<file path="config.mk">
export PLATFORM = sky130hd
export DESIGN_NAME = usb_frame_assembler
export DESIGN_NICKNAME = d
export VERILOG_FILES = /design/src/rtl/usb_frame_assembler.sv
export SDC_FILE = /design/constraint.sdc
export NUM_CORES = 1
export LEC_CHECK = 0
export ABC_AREA = 0
export BUFFER_PORTS_ARGS = -buffer_cell sky130_fd_sc_hd__buf_2
export CAP_MARGIN = 15
export CORE_UTILIZATION = 30
export DETAILED_ROUTE_END_ITERATION = 10
export PLACE_DENSITY = 0.46
export SLEW_MARGIN = 20
export SYNTH_ARGS = -nofsm -noshare
export SYNTH_HDL_FRONTEND = slang
export SYNTH_SLANG_ARGS = --single-unit
</file>
<file path="constraint.sdc">
create_clock -name clk -period 3.34 [get_ports clk]
set_input_delay 0.334 -clock clk [delete_from_list [all_inputs] [get_ports clk]]
set_output_delay 0.334 -clock clk [all_outputs]
set_load 0.02 [all_outputs]
</file>
<file path="src/rtl/usb_frame_assembler.sv">
// Parses USB receive bytes into header/address/payload write frames and presents
// one assembled 32-bit word at a time on a valid/ready write port.
module usb_frame_assembler #(
  parameter int ADDR_W     = 32,
  parameter int ADDR_BYTES = 4,
  parameter int REG_BYTES  = 1
) (
  input  logic              clk,
  input  logic              rst,
  input  logic [7:0]        rx_data,
  input  logic              rx_valid,
  output logic              rx_ready,
  output logic              wr_valid,
  input  logic              wr_ready,
  output logic              wr_reg_mem,
  output logic [ADDR_W-1:0] wr_addr,
  output logic [31:0]       wr_data,
  output logic              frame_done,
  output logic              busy
);

  localparam int CNT_W = 4;

  typedef enum logic [1:0] {
    IDLE = 2'd0,
    ADDR = 2'd1,
    DATA = 2'd2,
    OUT  = 2'd3
  } state_t;

  state_t              state_r;
  state_t              next_s;
  logic                reg_mem_r;
  logic [6:0]          words_left_r;
  logic [CNT_W-1:0]    byte_cnt_r;
  logic [ADDR_W-1:0]   addr_r;
  logic [31:0]         data_r;
  logic                frame_done_r;

  logic                accept_s;
  logic                addr_last_s;
  logic                data_last_s;
  logic [CNT_W-1:0]    bpw_s;
  logic [ADDR_W-1:0]   addr_ins_s;
  logic [31:0]         data_ins_s;
  logic [ADDR_W-1:0]   addr_step_s;

  // Handshake and status outputs are pure decodes of the state register.
  assign rx_ready   = (state_r != OUT);
  assign wr_valid   = (state_r == OUT);
  assign busy       = (state_r != IDLE);
  assign wr_reg_mem = reg_mem_r;
  assign wr_addr    = addr_r;
  assign wr_data    = data_r;
  assign frame_done = frame_done_r;

  assign accept_s    = rx_valid & rx_ready;
  assign bpw_s       = reg_mem_r ? CNT_W'(REG_BYTES) : CNT_W'(4);
  assign addr_last_s = (byte_cnt_r == CNT_W'(ADDR_BYTES - 1));
  assign data_last_s = (byte_cnt_r == (bpw_s - CNT_W'(1)));
  assign addr_step_s = reg_mem_r ? ADDR_W'(1) : ADDR_W'(4);

  // Address byte insertion; bytes landing above ADDR_W are dropped.
  always_comb begin
    addr_ins_s = addr_r;
    for (int k = 0; k < ADDR_W; k++) begin
      if ((k / 8) == int'(byte_cnt_r)) begin
        addr_ins_s[k] = rx_data[k % 8];
      end else begin
        addr_ins_s[k] = addr_r[k];
      end
    end
  end

  // Payload byte insertion; the first byte of a word clears the upper bits.
  always_comb begin
    data_ins_s = data_r;
    case (byte_cnt_r[1:0])
      2'd0:    data_ins_s        = {24'h00_0000, rx_data};
      2'd1:    data_ins_s[15:8]  = rx_data;
      2'd2:    data_ins_s[23:16] = rx_data;
      2'd3:    data_ins_s[31:24] = rx_data;
      default: data_ins_s        = data_r;
    endcase
  end

  // State register.
  always_ff @(posedge clk) begin
    if (rst) begin
      state_r <= IDLE;
    end else begin
      state_r <= next_s;
    end
  end

  // Next-state decode.
  always_comb begin
    next_s = state_r;
    case (state_r)
      IDLE: begin
        if (accept_s && (rx_data[6:0] != 7'd0)) begin
          next_s = ADDR;
        end else begin
          next_s = IDLE;
        end
      end
      ADDR: begin
        if (accept_s && addr_last_s) begin
          next_s = DATA;
        end else begin
          next_s = ADDR;
        end
      end
      DATA: begin
        if (accept_s && data_last_s) begin
          next_s = OUT;
        end else begin
          next_s = DATA;
        end
      end
      OUT: begin
        if (wr_ready) begin
          next_s = (words_left_r == 7'd1) ? IDLE : DATA;
        end else begin
          next_s = OUT;
        end
      end
      default: next_s = IDLE;
    endcase
  end

  // Frame datapath: header latch, address/payload assembly, post-transfer update.
  always_ff @(posedge clk) begin
    if (rst) begin
      reg_mem_r    <= 1'b0;
      words_left_r <= 7'd0;
      byte_cnt_r   <= '0;
      addr_r       <= '0;
      data_r       <= 32'h0000_0000;
      frame_done_r <= 1'b0;
    end else begin
      frame_done_r <= 1'b0;
      case (state_r)
        IDLE: begin
          if (accept_s) begin
            reg_mem_r    <= rx_data[7];
            words_left_r <= rx_data[6:0];
            byte_cnt_r   <= '0;
          end
        end
        ADDR: begin
          if (accept_s) begin
            addr_r     <= addr_ins_s;
            byte_cnt_r <= addr_last_s ? '0 : (byte_cnt_r + CNT_W'(1));
          end
        end
        DATA: begin
          if (accept_s) begin
            data_r     <= data_ins_s;
            byte_cnt_r <= data_last_s ? '0 : (byte_cnt_r + CNT_W'(1));
          end
        end
        OUT: begin
          if (wr_ready) begin
            addr_r       <= addr_r + addr_step_s;
            words_left_r <= words_left_r - 7'd1;
            byte_cnt_r   <= '0;
            frame_done_r <= (words_left_r == 7'd1);
          end
        end
        default: begin
          byte_cnt_r <= '0;
        end
      endcase
    end
  end

endmodule
</file>
# Yosys cells after proc, flatten, opt, wreduce, memory -nomap -nowiden
# Index checks and enable logic that the tools add are counted.
# W data, S select, Z words.
# classes
add_sub_neg	4
n_eq_ne	21
muxes	56
bitwise	3
n_reduce_logical	25
# op_table
op	n
$mux W32	2
$pmux W32 S2	1
$pmux W8 S2	3
$mux W1	34
$add A32 B3 Y32	1
$mux W4	6
$reduce_and A4 Y1	5
$ne A2 B2 Y1 const B	8
$pmux W4 S4	1
$reduce_and A3 Y1	5
$mux W7	2
$pmux W7 S2	1
$reduce_bool A2 Y1	6
$eq A2 B2 Y1 const B	4
$eq A3 B4 Y1 const A	2
$pmux W2 S4	1
$eq A7 B1 Y1 const B	1
$reduce_bool A7 Y1	1
$sub A7 B1 Y7 const B	1
$mux W2	3
$mux W3	2
$add A4 B1 Y4 const B	1
$eq A2 B1 Y1 const B	2
$eq A2 B4 Y1 const A	1
11 further kinds	15
# word_totals
regBits	79
output_inout_bits	69
word_cells	122

# Longest topological paths before layout
# depth
depth_word	6
mapped_depth	9

# Worst setup path after synthesis
# Ideal clock, no wire load.
# synth_timing
path_type	reg-to-reg
from	register reg_mem_r (netlist: wr_reg_mem)
to	register addr_r[17] (netlist: wr_addr[17])
arrival_ns	1.965
required_time_ns	3.254
slack_ns	1.289
path_stages_with_launch	9
path_buffers	1
period_less_slack_ns	2.051
path_cell_list	dfxtp_1 inv_1 ha_1 a31oi_2 nor2_2 and2_1 buf_4 a41o_1 a211oi_1
# synth_between
elab_chain_len	4
# synth_rtl
element	line_no	text
start, declared	33	logic reg_mem_r;
start signal, assigned	146	reg_mem_r <= rx_data[7];
$mux W3	61	assign addr_step_s = reg_mem_r ? ADDR_W'(1) : ADDR_W'(4);
$add A32 B3 Y32	165	addr_r <= addr_r + addr_step_s;
$mux W32	164	if (wr_ready) begin
$pmux W32 S2	143	case (state_r)
end signal, assigned	153	addr_r <= addr_ins_s;
end signal, assigned	165	
end, declared	36	logic [ADDR_W-1:0] addr_r;
# No other way between the ends. The select of a mux whose other input is x is not followed.
# A chain may end at the register's enable or synchronous reset.

# Worst setup path in the final report
# layout_timing
from	register reg_mem_r (netlist: wr_reg_mem)
to	register addr_r[21] (netlist: wr_addr[21])
# Same word-level chain as after synthesis.

==> impl_metrics.env <==
export IMPL_powerDensity_mw_per_mm2=412.2
export IMPL_startpoint="wr_reg_mem$_SDFFE_PP0P_"
export IMPL_die_area_mm2=0.01470
export IMPL_path_buf_inv=1
export IMPL_clk_pin_slew_ns=0.07
export IMPL_syn_inst=538
export IMPL_slowest_delay_ns=0.40
export IMPL_start_util=0.3074
export IMPL_finalCritPeriodShare=0.6574
export IMPL_ys_warnings_count=0
export IMPL_arrival_ns=2.44
export IMPL_clockBufferDepth=2
export IMPL_ff_latch_area_mm2=0.001582
export IMPL_hold_path_class="input pin to flop"
export IMPL_path_delay_family="simple AND/OR/NAND/NOR gates"
export IMPL_synth_seq_cells=79
export IMPL_ir_drop_v=0.0002102
export IMPL_fmaxAchievable_mhz=455.4
export IMPL_synth_edf_count=0
export IMPL_grt_pass1_vias=4058
export IMPL_clkSinkCount=79
export IMPL_drv_cap=0
export IMPL_fp_dieW_um=121.3
export IMPL_wirelength_mm=14.40
export IMPL_grt_pass1_wl_mm=22.53
export IMPL_drtAntennaViolNets=0
export IMPL_cts_resized=0
export IMPL_drt_initial_drc_count=333
export IMPL_setup_viol=0
export IMPL_post_dp_hpwl_mm=9.809
export IMPL_worstMarginPinSlew_ns=0.8158
export IMPL_vias_per_cell=5.639
export IMPL_ys_seq_area_frac=0.3707
export IMPL_crit_type="flop to flop"
export IMPL_cts_setup_buffers=0
export IMPL_crit_required_ns=3.58
export IMPL_cts_hold_buffers=0
export IMPL_dpl_cell_area_mm2=0.004758
export IMPL_min_from="rx_data[0]"
export IMPL_synth_top_flop_cell="dfxtp_1"
export IMPL_tns_ns=0
export IMPL_drive_above_1_share=0.2027
export IMPL_fin_skew_ns=0.01061
export IMPL_vias=4410
export IMPL_cts_tree="built"
export IMPL_max_slew_margin=0.4519
export IMPL_antenna_found_initial=1
export IMPL_cts_root_buf="clkbuf_16"
export IMPL_final_nets=623
export IMPL_drc=0
export IMPL_wl_per_cell_um=18.41
export IMPL_io_pin_count=81
export IMPL_most_common_layout_cells="80 x buf_2, 79 x dfxtp_1, 56 x nor2_1, 55 x a21oi_1, 54 x nand2_1"
export IMPL_outcome="completed"
export IMPL_antenna_cells=0
export IMPL_area_growth_pct=18.18
export IMPL_p_leak_nw=1.978
export IMPL_rsz0062_at_grt="no"
export IMPL_grt_overflow_total=0
export IMPL_drt_pass1_iterations=5
export IMPL_grt_max_degree=71
export IMPL_start_kind="flop"
export IMPL_cts_buffers=9
export IMPL_rows=43
export IMPL_slowest_stage="dfxtp_1"
export IMPL_hold_viol=0
export IMPL_syn_nets=564
export IMPL_multi_input_area_mm2=0.002465
export IMPL_async_flop_share=0
export IMPL_crit_chain="inv_1 > ha_1 > a31oi_2 > nor2_2 > and2_1 > a211oi_2 > a2111oi_2"
export IMPL_worst_setup_path_end_kind="flop"
export IMPL_synth_cell_types=61
export IMPL_worstReg2RegStart="wr_reg_mem$_SDFFE_PP0P_"
export IMPL_syn_avg_cell_area_um2=7.930
export IMPL_syn_area_mm2=0.004267
export IMPL_final_util=0.3633
export IMPL_die_y_um=121.3
export IMPL_gp_congestion=0.8478
export IMPL_grt_usage=0.2023
export IMPL_clock_latency_ns=0.34
export IMPL_final_area_mm2=0.005042
export IMPL_fillers=1508
export IMPL_final_common_cell="buf_2"
export IMPL_htreeDepth=3
export IMPL_portBuffers=80
export IMPL_drv_slew=0
export IMPL_cp_max_fo=9
export IMPL_core_mm2=0.01388
export IMPL_min_period_ns=2.196
cell usage after synthesis (2+ instances only):
master / n / area, um2
a2111oi_2: 3 / 45.04
a32o_1: 2 / 20.02
and3_1: 10 / 62.56
inv_1: 14 / 52.55
a21oi_1: 55 / 275.3
nand4_1: 14 / 87.58
and2_1: 7 / 43.79
nor2b_1: 9 / 56.30
mux2i_1: 6 / 60.06
a211oi_1: 14 / 105.1
or3_1: 4 / 25.02
a31oi_1: 8 / 50.05
nor4_1: 2 / 12.51
buf_2: 9 / 45.04
and3b_1: 2 / 17.52
o32ai_1: 2 / 17.52
dfxtp_1: 79 / 1582
a41o_1: 3 / 30.03
a21o_1: 3 / 22.52
o31ai_1: 2 / 15.01
nand3_1: 24 / 120.1
ha_1: 14 / 175.2
o221a_2: 3 / 33.78
a22oi_1: 16 / 120.1
nor3_1: 13 / 65.06
buf_4: 5 / 37.54
o41ai_1: 2 / 17.52
a31o_2: 4 / 35.03
o21ai_0: 32 / 160.2
clkbuf_1: 20 / 75.07
nor3b_1: 3 / 22.52
nand2b_1: 5 / 31.28
nand2_1: 54 / 202.7
a311oi_1: 3 / 26.28
nor2_1: 56 / 210.2
and4_1: 2 / 17.52
a221oi_1: 2 / 17.52
o22ai_1: 8 / 50.05
nor2_2: 2 / 12.51
per-layer routing:
layer  share of wire  track usage
met3           0.066      0.03853
met1            0.46       0.2767
met2            0.44       0.3054
met4           0.029      0.09336
met5               0            0
sequential cells by signal, summed over array words and instances, names as in the netlist:
register and count:
wr_reg_mem 1, words_left_r 7, wr_addr 32, wr_data 32
frame_done 1, byte_cnt_r 4, state_r 2
area by class of cell:
class,count,area share
multi-input cells,408,0.4888
well taps,180,0.04466
repair buffers,84,0.08536
clock inverters,6,0.008933
flip-flops and latches,79,0.3136
clock buffers,10,0.04739
inverters,15,0.01117
final timing paths:
kind,end,slack (ns),depth (start not counted)
min,wr_data[0]$_SDFFE_PP0P_,0.35,3
max,wr_addr[21]$_SDFFE_PP0P_,1.14,7
min reg2reg,wr_data[26]$_SDFFE_PP0P_,0.45,2
max reg2reg,wr_addr[21]$_SDFFE_PP0P_,1.14,7
stage by stage:
stage	hold slack, ns	total power, mW	instances	worst slack [ns]
2_1_floorplan	0.4410	1.089	538	1.289
3_3_place_gp	0.4367	1.149	766	1.241
3_5_place_dp	0.4434	1.149	766	1.174
4_1_cts	0.3350	2.103	782	1.153
5_1_grt	0.3664	2.162	782	0.9630
6_report	0.3471	2.078	782	1.144
tightest hold or removal path, delay by kind of cell:
family	cells	cell delay [ns]
buffers and inverters	1	0.17
AND/OR/NAND/NOR	1	0.08
AO/OA/AOI/OAI	1	0.05
power breakdown:
part / total [mW] / leakage [nW] / switching [mW] / internal, mW
Sequential: 0.971 / 0.639 / 0.0160 / 0.955
Combinational: 0.158 / 1.21 / 0.110 / 0.0476
Clock: 0.950 / 0.131 / 0.423 / 0.526
Total: 2.08 / 1.98 / 0.549 / 1.53
kinds of logic (layout without fill, tap and decap cells):
| logic type | after synthesis | after routing | share of synthesized area |
|---|---|---|---|
| xor+xnor | 1 | 1 | 0.002053 |
| flops | 79 | 79 | 0.3707 |
| buf+inv | 51 | 115 | 0.05220 |
| compound gates | 174 | 174 | 0.2739 |
| simple gates | 213 | 213 | 0.2460 |
| fa+ha+maj | 14 | 14 | 0.04106 |
| mux | 6 | 6 | 0.01408 |
No activity file was read; power rests on OpenSTA's default activity.
